**src/rtl/imem_dump_reader.sv**
```systemverilog
// Instruction-memory readback engine: streams COUNT words from BASE through a
// 1-cycle synchronous read port into a 2-entry valid/ready output FIFO.
module imem_dump_reader #(
    parameter int ADDR_W = 12,
    parameter int DATA_W = 32,
    parameter int LEN_W  = 13
) (
    input  logic              clk,
    input  logic              reset,
    input  logic              start,
    input  logic [ADDR_W-1:0] base_address,
    input  logic [LEN_W-1:0]  word_count,
    output logic              rd_en,
    output logic [ADDR_W-1:0] rd_addr,
    input  logic [DATA_W-1:0] rd_data,
    output logic              dump_valid,
    input  logic              dump_ready,
    output logic [DATA_W-1:0] dump_data,
    output logic [ADDR_W-1:0] dump_addr,
    output logic              dump_last,
    output logic              busy,
    output logic              done
);
    typedef enum logic [1:0] {IDLE, READ, DRAIN} state_t;

    state_t            state_q;
    logic [ADDR_W-1:0] rd_addr_q;
    logic [LEN_W-1:0]  remain_q;
    logic              infl_q;
    logic [ADDR_W-1:0] infl_addr_q;
    logic              infl_last_q;
    logic [DATA_W-1:0] fdata_q [2];
    logic [ADDR_W-1:0] faddr_q [2];
    logic              flast_q [2];
    logic              wr_ptr_q;
    logic              rd_ptr_q;
    logic [1:0]        cnt_q;
    logic              done_q;
    logic              pop;
    logic [2:0]        pending;

    assign dump_valid = (cnt_q != 2'd0);
    assign pop        = dump_valid & dump_ready;
    // Words buffered plus the read in flight, net of the word leaving this cycle.
    assign pending    = {1'b0, cnt_q} + {2'b0, infl_q} - {2'b0, pop};
    assign rd_en      = (state_q == READ) && (remain_q != '0) && (pending < 3'd2);

    assign rd_addr   = rd_addr_q;
    assign dump_data = fdata_q[rd_ptr_q];
    assign dump_addr = faddr_q[rd_ptr_q];
    assign dump_last = flast_q[rd_ptr_q];
    assign busy      = (state_q != IDLE);
    assign done      = done_q;

    always_ff @(posedge clk or posedge reset) begin
        if (reset) begin
            state_q     <= IDLE;
            rd_addr_q   <= '0;
            remain_q    <= '0;
            infl_q      <= 1'b0;
            infl_addr_q <= '0;
            infl_last_q <= 1'b0;
            wr_ptr_q    <= 1'b0;
            rd_ptr_q    <= 1'b0;
            cnt_q       <= 2'd0;
            done_q      <= 1'b0;
            for (int i = 0; i < 2; i++) begin
                fdata_q[i] <= '0;
                faddr_q[i] <= '0;
                flast_q[i] <= 1'b0;
            end
        end else begin
            done_q <= 1'b0;
            infl_q <= rd_en;
            if (rd_en) begin
                infl_addr_q <= rd_addr_q;
                infl_last_q <= (remain_q == LEN_W'(1));
                rd_addr_q   <= rd_addr_q + ADDR_W'(1);
                remain_q    <= remain_q - LEN_W'(1);
            end
            if (infl_q) begin
                fdata_q[wr_ptr_q] <= rd_data;
                faddr_q[wr_ptr_q] <= infl_addr_q;
                flast_q[wr_ptr_q] <= infl_last_q;
                wr_ptr_q          <= ~wr_ptr_q;
            end
            if (pop) rd_ptr_q <= ~rd_ptr_q;
            cnt_q <= cnt_q + {1'b0, infl_q} - {1'b0, pop};

            case (state_q)
                IDLE: begin
                    if (start) begin
                        if (word_count == '0) begin
                            done_q <= 1'b1;
                        end else begin
                            rd_addr_q <= base_address;
                            remain_q  <= word_count;
                            state_q   <= READ;
                        end
                    end
                end
                READ: begin
                    if (rd_en && remain_q == LEN_W'(1)) state_q <= DRAIN;
                end
                DRAIN: begin
                    if (pop && flast_q[rd_ptr_q]) begin
                        state_q <= IDLE;
                        done_q  <= 1'b1;
                    end
                end
                default: state_q <= IDLE;
            endcase
        end
    end
endmodule

```
**config.mk**
```make
export PLATFORM = sky130hd
export DESIGN_NAME = imem_dump_reader
export DESIGN_NICKNAME = d
export VERILOG_FILES = /design/src/rtl/imem_dump_reader.sv
export SDC_FILE = /design/constraint.sdc
export NUM_CORES = 1
export LEC_CHECK = 0
export ABC_AREA = 0
export CAP_MARGIN = 20
export CORE_UTILIZATION = 47
export DETAILED_ROUTE_END_ITERATION = 6
export PLACE_DENSITY = 0.76
export SYNTH_ARGS = -nofsm -noshare
export SYNTH_HDL_FRONTEND = slang
export SYNTH_SLANG_ARGS = --single-unit
```
**constraint.sdc**
```tcl
create_clock -name clk -period 4.1 [get_ports clk]
set_input_delay 0.41 -clock clk [delete_from_list [all_inputs] [get_ports clk]]
set_output_delay 0.41 -clock clk [all_outputs]
set_load 0.02 [all_outputs]
```
# Word level (Yosys, flattened, before mapping)
# Index checks and enable logic that the tools add are counted.
# W data, S select, Z words.
# classes
mux,35
eq_ne,7
n_reduce_logical,11
n_lt_le_gt_ge,4
addsub,6
n_bitwise,5
# op_table
op,n
$mux W32,4
$mux W12,8
$bwmux W64,1
$mux W13,4
$demux W32 S1,1
$bwmux W24,1
$eq A13 B1 Y1 const B,1
$logic_not A13 Y1,1
$reduce_bool A13 Y1,1
$sub A13 B1 Y13 const B,1
$add A12 B1 Y12 const B,1
$demux W12 S1,1
$mux W2,4
$mux W1,7
$ne A2 B2 Y1 const B,3
$pmux W2 S3,1
$logic_and A1 B1 Y1,5
$ge A2 B2 Y1 const B,2
$not A1 Y2,2
$reduce_and A4 Y1,1
$reduce_bool A2 Y1,2
$add A2 B1 Y3,1
$lt A3 B2 Y1 const B,1
$sub A3 B1 Y3,1
12 further kinds,13
# totals
in_bits,61
word_cells,84
out_inout_bits,61
register_bits,136

# Longest topological paths before layout
# depth
word_depth,9
mapped_depth,15
depth_no_buf,13

# Worst setup path after synthesis
# Ideal clock, no wire load.
# synth_timing
kind,flip-flop to output port
startpoint,register cnt_q[1]
endpoint,output port rd_en
stages_incl_launch_ff,15
setup_slack_ps,831
t_required_ps,3690
path_buffers,2
arrival_ps,2859
path_cell_list,dfrtp_1 -> or2_2 -> nand2_1 -> inv_1 -> ha_1 -> inv_1 -> ha_1 -> inv_1 -> fa_1 -> and3b_1 -> and2_1 -> buf_2 -> nand2_4 -> buf_8 -> inv_1
# synth_via
elab_chain_cells,5
word_cells_on_any_way,6
classes_between,2 x add/sub; 1 x order compare; 1 x bitwise; 2 x reduce/logical
# synth_rtl
item,line_no,rtl
from (decl),37,logic [1:0] cnt_q;
from (signal assigned),88,"cnt_q <= cnt_q + {1'b0, infl_q} - {1'b0, pop};"
$reduce_bool A2 Y1,42,assign dump_valid = (cnt_q != 2'd0);
named net dump_valid,16,"output logic dump_valid,"
$and A1 B1 Y1,43,assign pop = dump_valid & dump_ready;
named net pop,39,logic pop;
$sub A3 B1 Y3,45,"assign pending = {1'b0, cnt_q} + {2'b0, infl_q} - {2'b0, pop};"
$lt A3 B2 Y1,46,assign rd_en = (state_q == READ) && (remain_q != '0) && (pending < 3'd2);
$logic_and A1 B1 Y1,46,
to (decl),13,"output logic rd_en,"
# The timed path passes the listed nets, and every way through them passes these cells.

# Worst setup path in the final report
# layout_timing
startpoint,register cnt_q[1]
endpoint,output port rd_en
# layout_via
elab_chain_cells,5
word_cells_on_any_way,6
classes_between,2 x add/sub; 1 x order compare; 1 x bitwise; 2 x reduce/logical
# layout_rtl
item,line_no
$reduce_bool A2 Y1,42
$and A1 B1 Y1,43
named net pop,39
$sub A3 B1 Y3,45
$lt A3 B2 Y1,46
$logic_and A1 B1 Y1,46
# The timed path passes the listed nets, and every way through them passes these cells.

==> metrics.md <==
| Metric | Value |
|---|---|
| Critical path's top delay family | `adder cells` |
| Leading cell type in the layout, fill and taps excluded | `mux2_2` |
| Number of top-level pins | `122` |
| Arrival @ worst endpoint | `3.16 ns` |
| Die width | `118 µm` |
| Unrepaired setup endpoints after global routing | `false` |
| Cell count after synthesis | `475` |
| Met3 Routed Length | `632 µm` |
| Leakage component of the power | `3.43 nW` |
| Vias after detailed routing | `4128` |
| Max-slew headroom | `0.566` |
| Global-route wire length before repair | `22100 µm` |
| Power consumption | `7.47 mW` |
| Clock-pin slew on the worst setup and hold paths | `0.06 ns` |
| CTS hold repair buffers | `0` |
| Worst stage delay on the critical path | `0.44 ns` |
| Maximum count of clock buffers along a single path | `2` |
| Run status | `finished, final reports clean` |
| Diodes inserted | `0` |
| Placed wire-length estimate | `8820 µm` |
| Critical setup path kind | `reg -> out` |
| Clock tree from TritonCTS | `done` |
| Final antenna-violating net count | `0` |
| Clk Latency, worst-skew pair | `0.42 ns` |
| Worst-path fanout max | `4` |
| Critical path required time | `3.69 ns` |
| # setup viols final | `0` |
| Post-Syn Area | `6290 µm²` |
| Fraction of final layout cells with drive strength greater than 1 | `0.328` |
| Distinct cell type count after synthesis | `48` |
| Least-Margin Pin Slew | `0.651 ns` |
| Dominant combinational cell family by area after synthesis | `multiplexers` |
| Proportion of synthesized area in mux cells | `0.266` |
| Cell chosen for the clock root | `clkbuf_16` |
| Top layer used by detailed routing | `met4` |
| Final layout net count | `670` |
| Per-cell via count in the routed design | `5.25` |
| Final routed wirelength across all metal layers | `13100 µm` |
| Fraction of the mapped netlist area in compound gates | `0.0288` |
| DRC violation count after routing | `0` |
| Number of buffers added by the clock tree synthesis step | `17` |
| Commonest non-fill, non-tap cells in the layout | `143 x mux2_2, 135 x dfrtp_1, 120 x clkdlybuf4s50_1, 34 x nor2_1, 23 x a21oi_1` |
| Buffer and inverter count on the worst path | `5` |
| Cell with the most instances on the worst path | `inv_1` |
| Final cycle utilization of the critical path | `0.870` |
| Placement row count | `41` |
| Via count of the first global-routing pass | `4381` |
| Die extent in y | `118 µm` |
| Area of the die | `13900 µm²` |
| Warnings from Yosys | `0` |
| Seq cells post-synth | `136` |
| Routed length per instance | `16.6 µm` |
| Share of the synthesized netlist area taken by xor and xnor gates | `0.0346` |
| DRT Pass-1 Iters | `4` |
| Length of routed met2 wiring | `6250 µm` |
| # clock sinks | `136` |
| Starting utilization of the core area | `0.491` |
| Post-Route Skew | `0.00883 ns` |
| Largest net degree at the start of global routing | `75` |
| Hold violation count in the final report | `0` |
| Area growth syn-to-layout | `31.9%` |
| Worst IR Drop VDD | `0.000518 V` |
| Worst min-delay path category | `in -> async` |
| P per Cell Area | `900 nW/µm²` |
| Antenna violations before repair | `0` |
| Upper clock frequency limit | `280 MHz` |
| Crit path launch type | `flop` |
| Simple-gate share of the synthesized area | `0.0938` |
| Period minus WS final | `3.57 ns` |
| Syn Nets | `543` |
| Synthesized-area fraction occupied by adder cells | `0.0151` |
| Sequential-to-total area share from yosys stat | `0.541` |
| Cells along the critical path | `or2_2 -> nand2_1 -> inv_1 -> ha_1 -> inv_1 -> ha_1 -> inv_1 -> fa_1 -> xnor2_2 -> and2_1 -> nand2_4 -> inv_1 -> dlymetal6s2s_1` |
| First DRT Iteration DRCs | `156` |
| Aggregate global-route resource usage | `0.206` |
| Routed met1 length | `5980 µm` |
| Overflow after GRT | `0` |
| RePlAce Congestion | `0.805` |
| TNS Setup | `0 ns` |
| Synthesized area divided by synthesized cell count | `13.2 µm²` |
| Type of destination of the critical path | `output port` |
| Crit-path slowest cell | `dfrtp_1` |
| H-tree lvl count | `4` |
| Core box area | `12800 µm²` |
| Max capacitance violation total | `0` |
| Number of port buffers | `121` |
| Fin. max-slew vios | `0` |
==> report_power, final <==
part,total (mW),switching [mW],internal (mW)
logic,3.51,1.57,1.94
clock network,1.47,0.533,0.935
registers,2.50,0.487,2.01
==> metrics by stage <==
stage                     hold WS [ns]  cell area (µm²)  instances  utilization  setup slack [ns]
final                            0.478             8300        787        0.647             0.535
after global routing             0.508             8300        787        0.647             0.349
after CTS                        0.496             8280        786        0.646            0.0705
after detailed placement         0.487             7700        754        0.601             0.489
after global placement           0.481             7680        753        0.599             0.563
after floorplan                  0.452             6290        475            -            0.0505
==> registers in the layout, summed over array words and instances (netlist names), 2 cells and up <==
signal and flops:
cnt_q 2, faddr_q 24, fdata_q 64, flast_q 2, infl_addr_q 12, rd_addr 12
remain_q 13, state_q 2
==> routing by layer <==
metal	global-route usage	up-vias
met5	0	-
met4	0.0841	0
met3	0.0484	16
met2	0.325	123
met1	0.273	2047
li1	-	1942
==> repair_timing <==
item | in CTS | in global routing
setup endpoints to repair | 0 | 1
resized for setup | 0 | 2
setup buffers | 0 | 0
==> cell families after synthesis <==
family          Yosys count
mux                     149
flops                   136
simple gates             96
compound gates           32
buf+inv                  31
xor+xnor                 24
fa+ha+maj                 7
==> final timing paths <==
path | start | to | cells past startpoint | slack, ns
setup / recovery | cnt_q[1] | rd_en | 13 | 0.53
min in group clk | faddr_q[23] | faddr_q[23] | 1 | 0.50
max in group asynchronous | reset | rd_ptr_q | 3 | 2.72
hold / removal | reset | fdata_q[63] | 2 | 0.48
hold reg to reg | faddr_q[23] | faddr_q[23] | 1 | 0.50
setup reg to reg | cnt_q[1] | remain_q[1] | 14 | 0.90
==> final cells by class <==
| cell class | count | area (µm²) |
|---|---|---|
| Tap cell | 172 | 215 |
| Clock inverter | 9 | 97.6 |
| Fill cell | 1005 | 4520 |
| Timing Repair Buffer | 129 | 1300 |
| Sequential cell | 136 | 3400 |
| Clock buffer | 23 | 478 |
| Inverter | 10 | 42.5 |
| Multi-Input combinational cell | 308 | 2770 |
==> cell usage after synthesis, drive strengths merged <==
| master | n | area (µm²) |
|---|---|---|
| mux2 | 147 | 1660 |
| dfrtp | 136 | 3400 |
| nor2 | 35 | 134 |
| a21oi | 23 | 115 |
| clkbuf | 15 | 56.3 |
| xnor2 | 14 | 130 |
| inv | 10 | 37.5 |
| xor2 | 10 | 87.6 |
| nand3 | 9 | 45.0 |
| nand2 | 8 | 37.5 |
| nor4 | 8 | 98.9 |
| nand4 | 7 | 73.8 |
| buf | 6 | 36.3 |
| ha | 6 | 75.1 |
| nor3 | 6 | 30.0 |
| and3 | 4 | 26.3 |
| nand2b | 4 | 25.0 |
| and2 | 3 | 18.8 |
| o21ai | 3 | 18.8 |
| or2 | 3 | 18.8 |
| or4 | 3 | 26.3 |
| and4 | 2 | 18.8 |
| mux2i | 2 | 20.0 |
| a21o | 1 | 7.51 |
| a31oi | 1 | 6.26 |
| a32o | 1 | 10.0 |
| and3b | 1 | 8.76 |
| fa | 1 | 20.0 |
| nor2b | 1 | 6.26 |
| nor3b | 1 | 7.51 |
| nor4b | 1 | 15.0 |
| o21a | 1 | 7.51 |
| o21bai | 1 | 7.51 |
| o311ai | 1 | 8.76 |
Power figures use the tool's default switching activity.
